[config.mk]
export PLATFORM = sky130hd
export DESIGN_NAME = signed_minmax_tracker_flat
export DESIGN_NICKNAME = d
export VERILOG_FILES = /design/src/rtl/signed_minmax_tracker_if.sv /design/src/rtl/signed_minmax_tracker.sv /design/src/flat_wrapper.sv
export SDC_FILE = /design/constraint.sdc
export NUM_CORES = 1
export LEC_CHECK = 0
export ABC_AREA = 1
export CAP_MARGIN = 20
export CORE_ASPECT_RATIO = 0.9
export CORE_MARGIN = 2
export CORE_UTILIZATION = 30
export CTS_BUF_LIST = sky130_fd_sc_hd__clkbuf_8 sky130_fd_sc_hd__clkbuf_16
export DETAILED_ROUTE_END_ITERATION = 8
export DONT_BUFFER_PORTS = 1
export GPL_ROUTABILITY_DRIVEN = 0
export PLACE_DENSITY = 0.5
export SLEW_MARGIN = 20
export SYNTH_ARGS = -nofsm -noshare
export SYNTH_HDL_FRONTEND = slang
export SYNTH_SLANG_ARGS = --single-unit
[constraint.sdc]
create_clock -name clk -period 1.8 [get_ports clk]
set_input_delay 0 -clock clk [delete_from_list [all_inputs] [get_ports clk]]
set_output_delay 0 -clock clk [all_outputs]
set_load 0.1 [all_outputs]
[src/rtl/signed_minmax_tracker_if.sv]
// signed_minmax_tracker_if: sample-in / frame-result-out handshake bundle
interface signed_minmax_tracker_if #(parameter int WIDTH = 4, parameter int CNT_W = 8);
  logic             in_valid;
  logic [WIDTH-1:0] in_data;
  logic             in_last;
  logic             in_ready;
  logic             out_valid;
  logic             out_ready;
  logic [WIDTH-1:0] out_min;
  logic [WIDTH-1:0] out_max;
  logic [CNT_W-1:0] out_min_idx;
  logic [CNT_W-1:0] out_max_idx;
  logic [CNT_W-1:0] out_count;
  logic             out_ovf;
  modport master (
    output in_valid, in_data, in_last, out_ready,
    input  in_ready, out_valid, out_min, out_max, out_min_idx, out_max_idx, out_count, out_ovf
  );
  modport slave (
    input  in_valid, in_data, in_last, out_ready,
    output in_ready, out_valid, out_min, out_max, out_min_idx, out_max_idx, out_count, out_ovf
  );
endinterface

[src/rtl/signed_minmax_tracker.sv]
// signed_minmax_tracker: running signed min/max with first-occurrence indices over a framed stream
module signed_minmax_tracker #(
  parameter int WIDTH = 4,
  parameter int CNT_W = 8
) (
  input logic                   clk,
  input logic                   rst,
  signed_minmax_tracker_if.slave s
);
  typedef enum logic {COLLECT, HOLD} state_t;
  state_t           state, state_nxt;
  logic             first;
  logic [WIDTH-1:0] min_q, max_q;
  logic [CNT_W-1:0] min_idx_q, max_idx_q, count_q;
  logic             ovf_q;
  logic             acc, sat, lt, gt;
  assign acc = s.in_valid && state == COLLECT;
  assign sat = &count_q;
  assign lt  = $signed(s.in_data) < $signed(min_q);
  assign gt  = $signed(s.in_data) > $signed(max_q);
  // frame ends on an accepted last sample; the result is released by out_ready
  always_comb begin
    state_nxt = state;
    if (state == COLLECT) state_nxt = (acc && s.in_last) ? HOLD : COLLECT;
    else state_nxt = s.out_ready ? COLLECT : HOLD;
  end
  // state register plus min/max/index/count tracking; saturated count doubles as the overflow index
  always_ff @(posedge clk) begin
    if (rst) begin
      state     <= COLLECT;
      first     <= 1'b1;
      min_q     <= '0;
      max_q     <= '0;
      min_idx_q <= '0;
      max_idx_q <= '0;
      count_q   <= '0;
      ovf_q     <= 1'b0;
    end else begin
      state <= state_nxt;
      if (acc && first) begin
        min_q     <= s.in_data;
        max_q     <= s.in_data;
        min_idx_q <= '0;
        max_idx_q <= '0;
        count_q   <= CNT_W'(1);
        first     <= 1'b0;
      end else if (acc) begin
        if (lt) begin
          min_q     <= s.in_data;
          min_idx_q <= count_q;
        end
        if (gt) begin
          max_q     <= s.in_data;
          max_idx_q <= count_q;
        end
        count_q <= sat ? count_q : count_q + CNT_W'(1);
        ovf_q   <= ovf_q | sat;
      end
      if (state == HOLD && s.out_ready) begin
        first   <= 1'b1;
        count_q <= '0;
        ovf_q   <= 1'b0;
      end
    end
  end
  assign s.in_ready    = state == COLLECT;
  assign s.out_valid   = state == HOLD;
  assign s.out_min     = min_q;
  assign s.out_max     = max_q;
  assign s.out_min_idx = min_idx_q;
  assign s.out_max_idx = max_idx_q;
  assign s.out_count   = count_q;
  assign s.out_ovf     = ovf_q;
endmodule
[src/flat_wrapper.sv]
// flat-port wrapper written by rule: the top's interface ports become plain ports
module signed_minmax_tracker_flat 
#(
  parameter int WIDTH = 4,
  parameter int CNT_W = 8
)
  (clk, rst, s_in_valid, s_in_data, s_in_last, s_out_ready, s_in_ready, s_out_valid, s_out_min, s_out_max, s_out_min_idx, s_out_max_idx, s_out_count, s_out_ovf);
  signed_minmax_tracker_if #(.WIDTH(WIDTH), .CNT_W(CNT_W)) s_i ();
  input logic clk;
  input logic rst;
  input wire logic [$bits(s_i.in_valid)-1:0] s_in_valid;
  input wire logic [$bits(s_i.in_data)-1:0] s_in_data;
  input wire logic [$bits(s_i.in_last)-1:0] s_in_last;
  input wire logic [$bits(s_i.out_ready)-1:0] s_out_ready;
  output wire logic [$bits(s_i.in_ready)-1:0] s_in_ready;
  output wire logic [$bits(s_i.out_valid)-1:0] s_out_valid;
  output wire logic [$bits(s_i.out_min)-1:0] s_out_min;
  output wire logic [$bits(s_i.out_max)-1:0] s_out_max;
  output wire logic [$bits(s_i.out_min_idx)-1:0] s_out_min_idx;
  output wire logic [$bits(s_i.out_max_idx)-1:0] s_out_max_idx;
  output wire logic [$bits(s_i.out_count)-1:0] s_out_count;
  output wire logic [$bits(s_i.out_ovf)-1:0] s_out_ovf;
  assign s_i.in_valid = s_in_valid;
  assign s_i.in_data = s_in_data;
  assign s_i.in_last = s_in_last;
  assign s_i.out_ready = s_out_ready;
  assign s_in_ready = s_i.in_ready;
  assign s_out_valid = s_i.out_valid;
  assign s_out_min = s_i.out_min;
  assign s_out_max = s_i.out_max;
  assign s_out_min_idx = s_i.out_min_idx;
  assign s_out_max_idx = s_i.out_max_idx;
  assign s_out_count = s_i.out_count;
  assign s_out_ovf = s_i.out_ovf;
  signed_minmax_tracker #(.WIDTH(WIDTH), .CNT_W(CNT_W)) u_core (.clk(clk), .rst(rst), .s(s_i));
endmodule
Word-level counts from Yosys, hierarchy flattened

Cells that the tools add are included.

Bits in registers: 35
Input port bits: 9

$add $sub $neg: 1
Order comparisons: 2
Eq/ne operators: 1
Multiplexer cells: 12
Bitwise operators: 4
Reduce and logical (&&, ||, !) cells: 18

Operators by type and width:

| cell                                         | count |
|---|---|
| 2-to-1 mux 4 bit                             | 6 |
| AND reduction 2 bit                          | 7 |
| adder 8 x 1 -> 8 bit (second input constant) | 1 |
| AND reduction 8 bit                          | 1 |
| 2-to-1 mux 1 bit                             | 6 |
| nonzero test 2 bit                           | 3 |
| > comparator 4 bit                           | 1 |
| logical AND 1 bit                            | 4 |
| less-than comparator 4 bit                   | 1 |
| OR reduction 2 bit                           | 2 |
| NOT 1 bit                                    | 3 |
| OR reduction 3 bit                           | 1 |
| != test 2 bit (second input constant)        | 1 |
| OR 1 bit                                     | 1 |

Depth between registers and ports, before layout

Gate-level depths: netlist of the first run.

Depth after elaboration: 5
Gate-level depth with buffers: 11

Worst setup path after synthesis of the first run

Ideal clock, no wire load.

Path kind: register to register
Start: reg u_core.state, in the netlist u_core.s.out_valid
End: reg u_core.max_idx_q[4], in the netlist u_core.s.out_max_idx[4]
Setup time: 68 ps
Arrival: 2528 ps
Data required time: 1732 ps
Path slack: -796 ps
Stages on the path, launching flop included: 10
Buffers on the path: 1
Period minus slack after synthesis: 2596 ps
Cells stage by stage: dfxtp_1 > inv_1 > nand2_2 > inv_2 > nand2_4 > nand2_1 > inv_2 > buf_4 > o21ai_0 > nor2_1

Cells in the longest elaborated chain, start to end: 4
Elaborated cells on any way between the ends: 5
Classes of those cells: bitwise: 1; reduce/logical: 4

Ends and longest elaborated chain:

| item                                | line                        | source |
|---|---|---|
| start: declaration                  | signed_minmax_tracker.sv:11 | `state_t state, state_nxt;` |
| start signal: assignment            | signed_minmax_tracker.sv:39 | `state <= state_nxt;` |
| NOT 1 bit (*)                       | n/a                         |  |
| via s_in_ready                      | flat_wrapper.sv:15          | `output wire logic [$bits(s_i.in_ready)-1:0] s_in_ready;` |
| logical AND 1 bit (*)               | signed_minmax_tracker.sv:17 | `assign acc = s.in_valid && state == COLLECT;` |
| logical AND 1 bit                   | signed_minmax_tracker.sv:40 | `if (acc && first) begin` |
| OR reduction 2 bit (no source line) | n/a                         |  |
| end signal: assignment              | signed_minmax_tracker.sv:54 | `max_idx_q <= count_q;` |
| end: declaration                    | signed_minmax_tracker.sv:14 | `logic [CNT_W-1:0] min_idx_q, max_idx_q, count_q;` |

Mark *: on every way through the listed nets, which the timed path passes. The rest lies on a longest branch.
A chain may end at the register's enable or synchronous reset.

Worst setup path in the final report of the first run

Start: reg u_core.max_q[1], in the netlist u_core.s.out_max[1]
End: reg u_core.max_idx_q[4], in the netlist u_core.s.out_max_idx[4]

Cells in the longest elaborated chain, start to end: 2

Ends and longest elaborated chain:

| item                                 | line                        | source |
|---|---|---|
| start: declaration                   | signed_minmax_tracker.sv:13 | `logic [WIDTH-1:0] min_q, max_q;` |
| start signal: assignment             | signed_minmax_tracker.sv:42 | `max_q <= s.in_data;` |
| start signal: assignment             | signed_minmax_tracker.sv:53 | `max_q <= s.in_data;` |
| > comparator 4 bit                   | signed_minmax_tracker.sv:20 | `assign gt = $signed(s.in_data) > $signed(max_q);` |
| AND reduction 2 bit (no source line) | n/a                         |  |

No other way between the ends.

==> results of run 1 <==
-- cell usage after synthesis (all sizes together), types with 2 or more instances --
| library cell | number | area (sq um) |
|---|---|---|
| ha | 8 | 100 |
| nor3 | 4 | 31.3 |
| nor2 | 48 | 193 |
| dfxtp | 35 | 701 |
| a21oi | 16 | 80.1 |
| nand3 | 11 | 55.1 |
| o21ai | 19 | 95.1 |
| xor2 | 2 | 17.5 |
| inv | 24 | 90.1 |
| nand2 | 40 | 180 |
| buf | 4 | 35.0 |
-- worst reg2reg max path, delay by kind of cell, from the launching register on --
family                     cells  cell delay (ns)
DFF                            1             0.33
adders and majority gates      1             0.30
buffers and inverters          2             0.21
AOI/OAI and AO/OA              1             0.14
and+or+nand+nor                6             0.51
-- power groups by stage --
stage | Clock, mW | Combinational, mW | Sequential, mW
floorplan | 0 | 0.269 | 1.31
global placement | 0 | 0.814 | 0.892
detailed placement | 0 | 0.820 | 0.892
CTS | 0.682 | 0.839 | 0.873
global route | 0.712 | 0.899 | 0.879
finish | 0.652 | 0.834 | 0.873
-- area by class of cell --
type	instances	area [sq um]
clock inverter	2	13.8
timing repair buffer	44	350
inverter	24	96.3
multi-input combinational	153	830
fill	549	3030
clock buffer	6	93.8
sequential	35	724
tap	67	83.8
-- sequential cells by signal, indices dropped and copies added (netlist names) --
register              cells
u_core.s.out_count        8
u_core.s.out_max_idx      8
u_core.s.out_min_idx      8
u_core.s.out_max          4
u_core.s.out_min          4
u_core.first              1
u_core.s.out_ovf          1
u_core.s.out_valid        1
-- how the worst max path moves through the flow --
stage / from / end / slack, ns / cells after the start
2_1_floorplan: u_core.s.out_valid / u_core.s.out_max_idx[4] / -0.14 / 9
3_3_place_gp: u_core.s.out_max[1] / u_core.s.out_max_idx[5] / 0.22 / 10
3_5_place_dp: u_core.s.out_max[2] / u_core.s.out_max_idx[4] / 0.21 / 10
4_1_cts: u_core.s.out_max[2] / u_core.s.out_max_idx[4] / 0.19 / 10
5_1_grt: u_core.s.out_max[2] / u_core.s.out_max_idx[4] / 0.01 / 10
6_report: u_core.s.out_max[1] / u_core.s.out_max_idx[4] / 0.20 / 10
-- cells by family (layout without fill, tap and decap cells) --
| kind of cell | count (synthesis) | after routing |
|---|---|---|
| flops | 35 | 35 |
| buf+inv | 28 | 76 |
| compound gates | 37 | 37 |
| xor+xnor | 3 | 3 |
| fa+ha+maj | 8 | 8 |
| simple gates | 105 | 105 |
-- what timing repair did --
action                    in CTS  in global routing
setup buffers                  0                  0
hold endpoints to repair      12                  0
hold buffers                   8                  0
-- metal layers --
layer,global-route usage,wire [microns],up-vias
met4,0.0508,49,0
met3,0.0332,199,5
met1,0.191,1940,657
met2,0.208,1730,37
li1,-,-,790
met5,0,0,-
==> results_tabular.tex, run 1 <==
\begin{tabular}{lr}
\hline
Metric & Value \\
\hline
\multicolumn{2}{l}{\textbf{Outcome}} \\
\quad Outcome & completed \\
\multicolumn{2}{l}{\textbf{Yosys}} \\
\quad Dominant combinational cell family by area after synthesis & simple AND/OR/NAND/NOR gates \\
\quad Post-synthesis share of cell area spent on xor and xnor gates & 0.0162 \\
\quad Most used flip-flop cell after synthesis & dfxtp\_1 \\
\quad Count of cell types in the netlist & 25 \\
\quad Fraction of the mapped netlist area in simple logic gates & 0.293 \\
\quad Number of synthesis warnings & 0 \\
\quad Gate Count Post-Synth & about 220 \\
\quad Post-synth EDFFs & 0 \\
\quad Post-Syn Area & approximately 1600 sq um \\
\quad Multiplexer fraction of the synthesized cell area & 0 \\
\quad Area fraction in compound gates after synthesis & 0.118 \\
\quad Post-synthesis sequential area ratio & 0.433 \\
\quad Mapped Avg Cell Area & roughly 7.5 sq um \\
\quad Share of synthesized cell area in full adder, half adder and majority cells & 0.0619 \\
\quad Net count after synthesis & 233 \\
\quad Number of register bits inferred by synthesis & 35 \\
\quad Async set-or-reset flop fraction in the synthesized netlist & 0 \\
\multicolumn{2}{l}{\textbf{Power and ir drop}} \\
\quad Max VDD drop & around 0.36 mV \\
\quad Seq pwr share & 0.370 \\
\quad Leakage power of the design & a little under 1 nW \\
\quad Logic pwr share & 0.354 \\
\quad Pwr Density & roughly 1100 nW/um\^{}2 \\
\quad Overall Power & 2.36 mW \\
\quad NetSw & 977 uW \\
\quad Clk pwr share & 0.276 \\
\quad Int Power & 1.38 mW \\
\quad Sw frac & 0.414 \\
\multicolumn{2}{l}{\textbf{Layout}} \\
\quad Fraction of layout cells with a size suffix above 1 & 0.330 \\
\quad Most frequent cells in the layout & nor2\_1 (45), buf\_4 (36), nand2\_1 (29) \\
\quad Finished Cell Area & approximately 2200 sq um \\
\quad Layout Cells excl Fill & 331 \\
\quad Layout-stage area growth over the synthesis result & 35.5\% \\
\quad Final design utilization & 0.420 \\
\quad Number of nets in the finished design & 280 \\
\quad Most frequent standard cell in the layout excluding fill and tap cells & nor2\_1 \\
\quad Antenna cells & 0 \\
\multicolumn{2}{l}{\textbf{Global route}} \\
\quad GRT Util Overall & 0.138 \\
\quad Number of global-route vias before repair & 1,346 \\
\quad Maximum number of pins on one net before global-route repair & 18 \\
\quad First-pass GRT wire length & 6330 microns \\
\quad Global route total overflow & 0 \\
\quad Antenna violations before repair & 0 \\
\multicolumn{2}{l}{\textbf{Hold path}} \\
\quad Number of instances on the worst hold path & 3 \\
\quad Hold path start & s\_in\_valid \\
\quad Tightest Hold Check Type & in -> reg \\
\quad End point of the worst hold path & u\_core.first \\
\multicolumn{2}{l}{\textbf{Floorplanning}} \\
\quad Initial core utilization & 0.310 \\
\quad Std cell rows & 25 \\
\quad Top-level I/O count & 44 \\
\quad Die width & roughly 80 microns \\
\quad Die Outline Area & between 5000 and 6000 sq um \\
\quad Core Footprint & between 5000 and 6000 sq um \\
\quad Die extent in y & around 74 microns \\
\multicolumn{2}{l}{\textbf{Worst setup path}} \\
\quad CP dominant cell by count & nor2\_1 \\
\quad CP Data Arrival Time & between 1.5 and 2 ns \\
\quad Critical setup path kind & reg -> reg \\
\quad Category of cells accounting for the largest share of critical-path delay & simple AND/OR/NAND/NOR gates \\
\quad Cell Chain, Critical Path & inv\_1 -> ha\_1 -> nand2\_1 -> nor2\_1 -> o21ai\_0 -> nand2\_1 -> nand2\_2 -> inv\_1 -> nor2\_1 -> nor2\_1 \\
\quad Worst flop-to-flop path startpoint & u\_core.s.out\_max[1] \\
\quad Sort of element at the end of the critical path & flip-flop \\
\quad Required time of the critical path & between 1.5 and 2 ns \\
\quad R2r endpoint & u\_core.s.out\_max\_idx[4] \\
\quad Reg2reg setup slack & around 0.2 ns \\
\quad Buffering stage count on the worst path with inverters included & 2 \\
\quad Slowest cell on crit path & dfxtp\_2 \\
\quad Path depth of the worst reg2reg path & 10 \\
\quad Setup crit start kind & flip-flop \\
\quad Peak per-stage delay on the critical path & 0.33 ns \\
\quad Crit-path max FO & 8 \\
\multicolumn{2}{l}{\textbf{Timing}} \\
\quad Maximum clock frequency & around 0.62 GHz \\
\quad Measured slew at the worst slew-check pin & around 0.33 ns \\
\quad Worst-case clock skew & 0.00561 ns \\
\quad Worst hold slack across all endpoints & about 0.016 ns \\
\quad Minimum clock period & between 1.5 and 2 ns \\
\quad Final worst slack & around 0.2 ns \\
\quad Fin. Hold Viols & 0 \\
\quad Final setup fails & 0 \\
\quad Setup repair after global routing missed its margin & false \\
\quad Crit share post-route & 0.892 \\
\quad Number of max-slew violations in the final report & 0 \\
\quad Post-Route Setup TNS & 0 ns \\
\quad Slew Limit Headroom & 0.779 \\
\multicolumn{2}{l}{\textbf{Clock network}} \\
\quad Clk Latency, worst-skew pair & 0.28 ns \\
\quad Clock root buffer & clkbuf\_8 \\
\quad Clock tree from TritonCTS & done \\
\quad Maximum buffer depth of the clock tree & 2 \\
\quad Number of H-tree levels & 2 \\
\quad Number of buffers inserted during clock tree synthesis & 5 \\
\quad Number of sinks on the clock net & 35 \\
\quad Clock-pin slew on the worst setup and hold paths & $\sim$0.08 ns \\
\quad Cells resized by post-CTS repair & 0 \\
\multicolumn{2}{l}{\textbf{Placement}} \\
\quad Count of input and output buffers & 0 \\
\quad Cell total after placement & 315 \\
\quad Placement-stage cell area & between 2000 and 2500 sq um \\
\quad Detailed placer's ending HPWL & between 2000 and 3000 microns \\
\quad Pre-CTS setup slack & 0.207 ns \\
\multicolumn{2}{l}{\textbf{Drt}} \\
\quad Post-detailed-routing wire length & around 3900 microns \\
\quad Antenna Nets Post-Route & 0 \\
\quad WL/cell & 11.8 microns \\
\quad DRC violations left & 0 \\
\quad Vias per cell & roughly 4.5 \\
\quad Count of TritonRoute iterations in the first routing pass & 4 \\
\quad Initial DRC Count & 97 \\
\quad Routed via count & approximately 1,500 \\
\multicolumn{2}{l}{\textbf{Job}} \\
\quad Max\_cap viols & 0 \\
\hline
\end{tabular}
(Power assumes the default switching activity.)
==> run 2, diff against run 1 <==
--- a/config.mk
+++ b/config.mk
@@ -14,7 +14,8 @@
 export DETAILED_ROUTE_END_ITERATION = 8
 export DONT_BUFFER_PORTS = 1
 export GPL_ROUTABILITY_DRIVEN = 0
-export PLACE_DENSITY = 0.5
+export PLACE_DENSITY = 0.51
+export SKIP_CTS_REPAIR_TIMING = 1
 export SLEW_MARGIN = 20
 export SYNTH_ARGS = -nofsm -noshare
 export SYNTH_HDL_FRONTEND = slang
==> constraint.sdc (replaced) <==
create_clock -name clk -period 1.4 [get_ports clk]
set_input_delay 0 -clock clk [delete_from_list [all_inputs] [get_ports clk]]
set_output_delay 0 -clock clk [all_outputs]
set_load 0.1 [all_outputs]
==> results_tabular.tex, run 2 (synthesized netlist as in run 1, its figures left out) <==
\begin{tabular}{lr}
\hline
Metric & Value \\
\hline
\multicolumn{2}{l}{\textbf{Outcome}} \\
\quad Outcome & finished with violations (was completed) \\
\quad Failing checks & negative hold slack, negative setup slack \\
\multicolumn{2}{l}{\textbf{Hold path}} \\
\quad Number of instances on the worst hold path & 1 (was 3) \\
\quad Tightest Hold Check Type & in -> reg (unchanged) \\
\quad End point of the worst hold path & u\_core.s.out\_max[3] (was u\_core.first) \\
\quad Hold path start & rst (was s\_in\_valid) \\
\multicolumn{2}{l}{\textbf{Placement}} \\
\quad Count of input and output buffers & 0 (unchanged) \\
\quad Cell total after placement & 319 (was 315) \\
\quad Detailed placer's ending HPWL & 2940 microns (was 2880 microns) \\
\multicolumn{2}{l}{\textbf{Layout}} \\
\quad Multi-input gate area & 1110 sq um (was 830 sq um) \\
\quad Most frequent standard cell in the layout excluding fill and tap cells & buf\_4 (was nor2\_1) \\
\quad Layout-stage area growth over the synthesis result & 57.4\% (was 35.5\%) \\
\quad Number of nets in the finished design & 290 (was 280) \\
\quad Sequential cell area & 727 sq um (was 724 sq um) \\
\quad Layout fillers & 517 (was 549) \\
\quad Layout Cells excl Fill & 341 (was 331) \\
\quad Most frequent cells in the layout & buf\_4 (41), nor2\_1 (35), nand2\_1 (23) (was nor2\_1 (45), buf\_4 (36), nand2\_1 (29)) \\
\quad Fraction of layout cells with a size suffix above 1 & 0.536 (was 0.330) \\
\quad Antenna cells & 0 (unchanged) \\
\multicolumn{2}{l}{\textbf{Global route}} \\
\quad Global route total overflow & 0 (unchanged) \\
\quad GRT Util Overall & 0.139 (was 0.138) \\
\quad Number of global-route vias before repair & 1,340 (was 1,346) \\
\quad First-pass GRT wire length & 6350 microns (was 6330 microns) \\
\quad Maximum number of pins on one net before global-route repair & 18 (unchanged) \\
\quad Antenna violations before repair & 0 (unchanged) \\
\multicolumn{2}{l}{\textbf{Floorplanning}} \\
\quad Core Footprint & 5220 sq um (unchanged) \\
\quad Die extent in y & 73.7 microns (unchanged) \\
\quad Die Outline Area & 6000 sq um (unchanged) \\
\quad Std cell rows & 25 (unchanged) \\
\quad Die width & 81.4 microns (unchanged) \\
\quad Initial core utilization & 0.310 (unchanged) \\
\quad Top-level I/O count & 44 (unchanged) \\
\multicolumn{2}{l}{\textbf{Power and ir drop}} \\
\quad Seq pwr share & 0.349 (was 0.370) \\
\quad NetSw & 1.43 mW (was 977 uW) \\
\quad Pwr Density & 1270 nW/um\^{}2 (was 1080 nW/um\^{}2) \\
\quad Leakage power of the design & 1.06 nW (was 0.979 nW) \\
\quad Clk pwr share & 0.238 (was 0.276) \\
\quad Int Power & 1.80 mW (was 1.38 mW) \\
\quad Max VDD drop & 0.626 mV (was 0.361 mV) \\
\quad Sw frac & 0.443 (was 0.414) \\
\quad Logic pwr share & 0.413 (was 0.354) \\
\multicolumn{2}{l}{\textbf{Worst setup path}} \\
\quad Critical setup path kind & reg -> reg (unchanged) \\
\quad Required time of the critical path & 1.62 ns (was 1.98 ns) \\
\quad Sort of element at the end of the critical path & flip-flop (unchanged) \\
\quad Setup crit start kind & flip-flop (unchanged) \\
\quad R2r endpoint & u\_core.s.out\_max[2] (was u\_core.s.out\_max\_idx[4]) \\
\quad Worst flop-to-flop path startpoint & u\_core.s.out\_max[3] (was u\_core.s.out\_max[1]) \\
\quad Path depth of the worst reg2reg path & 10 (unchanged) \\
\quad Crit-path max FO & 4 (was 8) \\
\quad CP Data Arrival Time & 1.65 ns (was 1.79 ns) \\
\quad Reg2reg setup slack & -0.03 ns (was 0.20 ns) \\
\multicolumn{2}{l}{\textbf{Clock network}} \\
\quad Number of sinks on the clock net & 35 (unchanged) \\
\quad Clk Latency, worst-skew pair & 0.29 ns (was 0.28 ns) \\
\quad Maximum buffer depth of the clock tree & 2 (unchanged) \\
\quad Clock root buffer & clkbuf\_8 (unchanged) \\
\quad Number of buffers inserted during clock tree synthesis & 5 (unchanged) \\
\quad Clock-pin slew on the worst setup and hold paths & 0.08 ns (about the same) \\
\quad Clock tree from TritonCTS & done (unchanged) \\
\quad Number of H-tree levels & 2 (unchanged) \\
\multicolumn{2}{l}{\textbf{Timing}} \\
\quad Minimum clock period & 1.43 ns (was 1.60 ns) \\
\quad Final setup fails & 6 (was 0) \\
\quad Final worst slack & -0.0267 ns (was 0.195 ns) \\
\quad Slew Limit Headroom & 0.771 (was 0.779) \\
\quad Measured slew at the worst slew-check pin & 0.343 ns (was 0.331 ns) \\
\quad Number of max-slew violations in the final report & 0 (unchanged) \\
\quad Post-Route Setup TNS & -0.0979 ns (was 0 ns) \\
\quad Setup repair after global routing missed its margin & true (was false) \\
\quad Crit share post-route & 1.02 (was 0.892) \\
\quad Fin. Hold Viols & 9 (was 0) \\
\quad Worst hold slack across all endpoints & -0.250 ns (was 0.0156 ns) \\
\quad Worst-case clock skew & 0.00713 ns (was 0.00561 ns) \\
\quad Maximum clock frequency & 0.701 GHz (was 0.623 GHz) \\
\multicolumn{2}{l}{\textbf{Drt}} \\
\quad Antenna Nets Post-Route & 0 (unchanged) \\
\quad DRC violations left & 0 (unchanged) \\
\quad Count of TritonRoute iterations in the first routing pass & 4 (unchanged) \\
\quad WL/cell & 12.9 microns (was 11.8 microns) \\
\quad Vias per cell & 4.64 (was 4.50) \\
\quad Initial DRC Count & 71 (was 97) \\
\quad Routed via count & 1,581 (was 1,489) \\
\quad Post-detailed-routing wire length & 4390 microns (was 3910 microns) \\
\multicolumn{2}{l}{\textbf{Job}} \\
\quad Max\_cap viols & 0 (unchanged) \\
\hline
\end{tabular}
## run 2: changes by cell type in the layout (fill, tap and decap cells not counted), moves of 5 or more
cell	change
a21oi_1	-8
a21oi_2	+8
buf_4	+5
ha_1	-6
ha_4	+5
inv_1	-8
inv_2	+6
nand2_1	-6
nor2_1	-10
nor2_2	+7
o21ai_0	-10
o21ai_2	+8
## run 2: layout make-up
type                       instances  share of cell area
clock buffer                       5              0.0270
timing repair buffer              51               0.165
sequential                        35               0.286
tap                               67              0.0329
inverter                          24              0.0428
clock inverter                     3             0.00885
multi-input combinational        156               0.438
## run 2: power by group through the flow
| stage | Combinational [mW] | Sequential, mW | Clock, mW |
|---|---|---|---|
| 2_1_floorplan | 0.346 | 1.68 | 0 |
| 3_3_place_gp | 1.06 | 1.15 | 0 |
| 3_5_place_dp | 1.06 | 1.15 | 0 |
| 4_1_cts | 1.07 | 1.12 | 0.795 |
| 5_1_grt | 1.42 | 1.14 | 0.832 |
| 6_report | 1.34 | 1.13 | 0.770 |
## run 2: through the flow
| step | utilization | hold WS (ns) | power [mW] | setup slack [ns] | area, sq um |
|---|---|---|---|---|---|
| 2_1_floorplan | - | 0.0617 | 2.03 | -0.536 | 1700 |
| 3_3_place_gp | 0.389 | 0.0640 | 2.20 | -0.133 | 2030 |
| 3_5_place_dp | 0.389 | 0.0659 | 2.21 | -0.130 | 2030 |
| 5_1_grt | 0.487 | -0.261 | 3.39 | -0.112 | 2550 |
| 4_1_cts | 0.407 | -0.247 | 2.98 | -0.135 | 2130 |
| 6_report | 0.487 | -0.250 | 3.24 | -0.0267 | 2550 |
## run 2: worst max-delay path, cell delays in order, from the launching register on
cell	delay (ns)
dfxtp_2	0.35
inv_2	0.04
ha_4	0.15
nor2_2	0.10
nand2_1	0.06
o21ai_1	0.12
nand2_1	0.09
nand2_4	0.10
buf_6	0.15
nand3_4	0.07
a21oi_2	0.13
## run 2: how the worst max path moves through the flow
stage / from / endpoint / slack (ns) / cells after the start
after global routing: u_core.s.out_max[3] / u_core.s.out_max[2] / -0.11 / 10
after floorplan: u_core.s.out_valid / u_core.s.out_max_idx[4] / -0.54 / 9
after CTS: u_core.s.out_min[1] / u_core.s.out_min_idx[0] / -0.14 / 11
after detailed placement: u_core.s.out_min[1] / u_core.s.out_min_idx[2] / -0.13 / 11
after global placement: u_core.s.out_min[1] / u_core.s.out_min_idx[0] / -0.13 / 11
final: u_core.s.out_max[3] / u_core.s.out_max[2] / -0.03 / 10
## run 2: metal layers
layer  wire length, microns  share of wire  up-vias  track usage
met4                     46          0.010        0       0.0508
met5                      0              0        -            0
met3                    167          0.038        7       0.0369
met1                   1990           0.45      735        0.190
li1                       -              -      813            -
met2                   2190           0.50       26        0.209
==> run 3, diff against run 2 <==
--- a/config.mk
+++ b/config.mk
@@ -15,6 +15,7 @@
 export DONT_BUFFER_PORTS = 1
 export GPL_ROUTABILITY_DRIVEN = 0
 export PLACE_DENSITY = 0.51
+export SETUP_SLACK_MARGIN = 0.02
 export SKIP_CTS_REPAIR_TIMING = 1
 export SLEW_MARGIN = 20
 export SYNTH_ARGS = -nofsm -noshare
==> results_tabular.tex, run 3 (synthesized netlist as in run 1, its figures left out) <==
\begin{tabular}{lr}
\hline
Metric & Value \\
\hline
\multicolumn{2}{l}{\textbf{Global route}} \\
\quad Antenna violations before repair & 0 (unchanged) \\
\quad Maximum number of pins on one net before global-route repair & 18 (unchanged) \\
\quad Global route total overflow & 0 (unchanged) \\
\quad First-pass GRT wire length & 6350 microns (unchanged) \\
\quad Number of global-route vias before repair & 1,340 (unchanged) \\
\quad GRT Util Overall & 0.139 (unchanged) \\
\multicolumn{2}{l}{\textbf{Drt}} \\
\quad Count of TritonRoute iterations in the first routing pass & 4 (unchanged) \\
\quad Met2 wire length & 2210 microns (was 2190 microns) \\
\quad Post-detailed-routing wire length & 4400 microns (was 4390 microns) \\
\quad Highest metal layer with signal wires & met4 (unchanged) \\
\quad Detailed-routed wire length on met3 & 167 microns (unchanged) \\
\quad DRC violations left & 0 (unchanged) \\
\quad Vias per cell & 4.64 (unchanged) \\
\quad WL/cell & 12.9 microns (about the same) \\
\quad Initial DRC Count & 71 (unchanged) \\
\quad Routed via count & 1,581 (unchanged) \\
\quad Antenna Nets Post-Route & 0 (unchanged) \\
\quad M1 WL & 1970 microns (was 1990 microns) \\
\multicolumn{2}{l}{\textbf{Layout}} \\
\quad Fraction of layout cells with a size suffix above 1 & 0.544 (was 0.536) \\
\quad Layout-stage area growth over the synthesis result & 57.8\% (was 57.4\%) \\
\quad Sequential cell area & 727 sq um (unchanged) \\
\quad Number of nets in the finished design & 290 (unchanged) \\
\quad Most frequent cells in the layout & buf\_4 (41), nor2\_1 (34), nand2\_1 (23) (was buf\_4 (41), nor2\_1 (35), nand2\_1 (23)) \\
\quad Antenna cells & 0 (unchanged) \\
\quad Multi-input gate area & 1120 sq um (was 1110 sq um) \\
\quad Layout fillers & 515 (was 517) \\
\quad Most frequent standard cell in the layout excluding fill and tap cells & buf\_4 (unchanged) \\
\multicolumn{2}{l}{\textbf{Worst setup path}} \\
\quad Crit-path max FO & 4 (unchanged) \\
\quad Critical setup path kind & reg -> reg (unchanged) \\
\quad Path depth of the worst reg2reg path & 10 (unchanged) \\
\quad Required time of the critical path & 1.62 ns (about the same) \\
\quad Setup crit start kind & flip-flop (unchanged) \\
\quad Sort of element at the end of the critical path & flip-flop (unchanged) \\
\quad Reg2reg setup slack & -0.03 ns (about the same) \\
\quad R2r endpoint & u\_core.s.out\_max[2] (unchanged) \\
\quad CP Data Arrival Time & 1.65 ns (about the same) \\
\quad Worst flop-to-flop path startpoint & u\_core.s.out\_max[3] (unchanged) \\
\multicolumn{2}{l}{\textbf{Floorplanning}} \\
\quad Die extent in y & 73.7 microns (unchanged) \\
\quad Std cell rows & 25 (unchanged) \\
\quad Top-level I/O count & 44 (unchanged) \\
\quad Core Footprint & 5220 sq um (unchanged) \\
\quad Die Outline Area & 6000 sq um (unchanged) \\
\quad Die width & 81.4 microns (unchanged) \\
\quad Initial core utilization & 0.310 (unchanged) \\
\multicolumn{2}{l}{\textbf{Hold path}} \\
\quad Number of instances on the worst hold path & 1 (unchanged) \\
\quad Tightest Hold Check Type & in -> reg (unchanged) \\
\quad End point of the worst hold path & u\_core.s.out\_max[3] (unchanged) \\
\quad Hold path start & rst (unchanged) \\
\multicolumn{2}{l}{\textbf{Timing}} \\
\quad Worst hold slack across all endpoints & -0.246 ns (was -0.250 ns) \\
\quad Worst-case clock skew & 0.00593 ns (was 0.00713 ns) \\
\quad Crit share post-route & 1.02 (about the same) \\
\quad Final worst slack & -0.0256 ns (was -0.0267 ns) \\
\quad Setup repair after global routing missed its margin & true (unchanged) \\
\quad Minimum clock period & 1.43 ns (about the same) \\
\quad Maximum clock frequency & 0.701 GHz (about the same) \\
\quad Number of max-slew violations in the final report & 0 (unchanged) \\
\quad Measured slew at the worst slew-check pin & 0.344 ns (was 0.343 ns) \\
\quad Fin. Hold Viols & 9 (unchanged) \\
\quad Slew Limit Headroom & 0.771 (about the same) \\
\quad Final setup fails & 6 (unchanged) \\
\multicolumn{2}{l}{\textbf{Job}} \\
\quad Max\_cap viols & 0 (unchanged) \\
\multicolumn{2}{l}{\textbf{Clock network}} \\
\quad Maximum buffer depth of the clock tree & 2 (unchanged) \\
\quad Number of sinks on the clock net & 35 (unchanged) \\
\quad Clk Latency, worst-skew pair & 0.29 ns (about the same) \\
\quad Clock-pin slew on the worst setup and hold paths & 0.08 ns (about the same) \\
\quad Clock root buffer & clkbuf\_8 (unchanged) \\
\quad Number of H-tree levels & 2 (unchanged) \\
\quad Clock tree from TritonCTS & done (unchanged) \\
\quad Number of buffers inserted during clock tree synthesis & 5 (unchanged) \\
\multicolumn{2}{l}{\textbf{Power and ir drop}} \\
\quad Leakage power of the design & 1.06 nW (about the same) \\
\quad Overall Power & 3.24 mW (about the same) \\
\quad Max VDD drop & 0.625 mV (was 0.626 mV) \\
\quad Pwr Density & 1270 nW/um\^{}2 (about the same) \\
\multicolumn{2}{l}{\textbf{Placement}} \\
\quad Pre-CTS setup slack & -0.130 ns (unchanged) \\
\quad Detailed placer's ending HPWL & 2940 microns (unchanged) \\
\quad Count of input and output buffers & 0 (unchanged) \\
\multicolumn{2}{l}{\textbf{Outcome}} \\
\quad Failing checks & negative hold slack, negative setup slack (unchanged) \\
\quad Outcome & finished with violations (unchanged) \\
\hline
\end{tabular}
[run 3: changes by cell type in the layout (fill, tap and decap cells not counted)]
cell     previous run  this run
nor2_1             35        34
nor2_2              8         9
a21oi_1             8         7
a21oi_2             8         9
[run 3: final cells by class]
cell class                 count  area share
tap                           67      0.0328
sequential                    35       0.285
clock inverter                 3     0.00882
inverter                      24      0.0426
timing repair buffer          51       0.165
clock buffer                   5      0.0270
multi-input combinational    156       0.439
[run 3: where the power goes]
part	switching [mW]	internal, mW
Combinational	0.969	0.371
Clock	0.406	0.357
Sequential	0.0548	1.08
Total	1.43	1.81
[run 3: metal layers]
metal | track usage | vias to the layer above
li1 | - | 812
met1 | 0.190 | 739
met2 | 0.209 | 25
met3 | 0.0369 | 5
met4 | 0.0508 | 0
met5 | 0 | -
[run 3: worst max-delay path by stage]
stage,start,endpoint,depth (start not counted)
after global placement,u_core.s.out_min[1],u_core.s.out_min_idx[0],11
after floorplan,u_core.s.out_valid,u_core.s.out_max_idx[4],9
final,u_core.s.out_max[3],u_core.s.out_max[2],10
after CTS,u_core.s.out_min[1],u_core.s.out_min_idx[0],11
after global routing,u_core.s.out_max[3],u_core.s.out_max[2],10
after detailed placement,u_core.s.out_min[1],u_core.s.out_min_idx[2],11
[run 3: per-stage QoR]
stage / TNS [ns] / instance area [sq um] / util / instances / hold WS, ns
3_5_place_dp: -2.21 / 2030 / 0.389 / 319 / 0.0659
2_1_floorplan: -15.48 / 1700 / - / 216 / 0.0617
3_3_place_gp: -1.98 / 2030 / 0.389 / 319 / 0.0640
6_report: -0.101 / 2550 / 0.489 / 341 / -0.246
5_1_grt: -0.998 / 2550 / 0.489 / 341 / -0.261
4_1_cts: -2.42 / 2130 / 0.407 / 327 / -0.247
[run 3: worst max-delay path, stage by stage (launching register included)]
cell	delay (ns)
dfxtp_2	0.35
inv_2	0.04
ha_4	0.15
nor2_2	0.10
nand2_1	0.06
o21ai_1	0.12
nand2_1	0.09
nand2_4	0.10
buf_6	0.15
nand3_4	0.07
a21oi_2	0.13
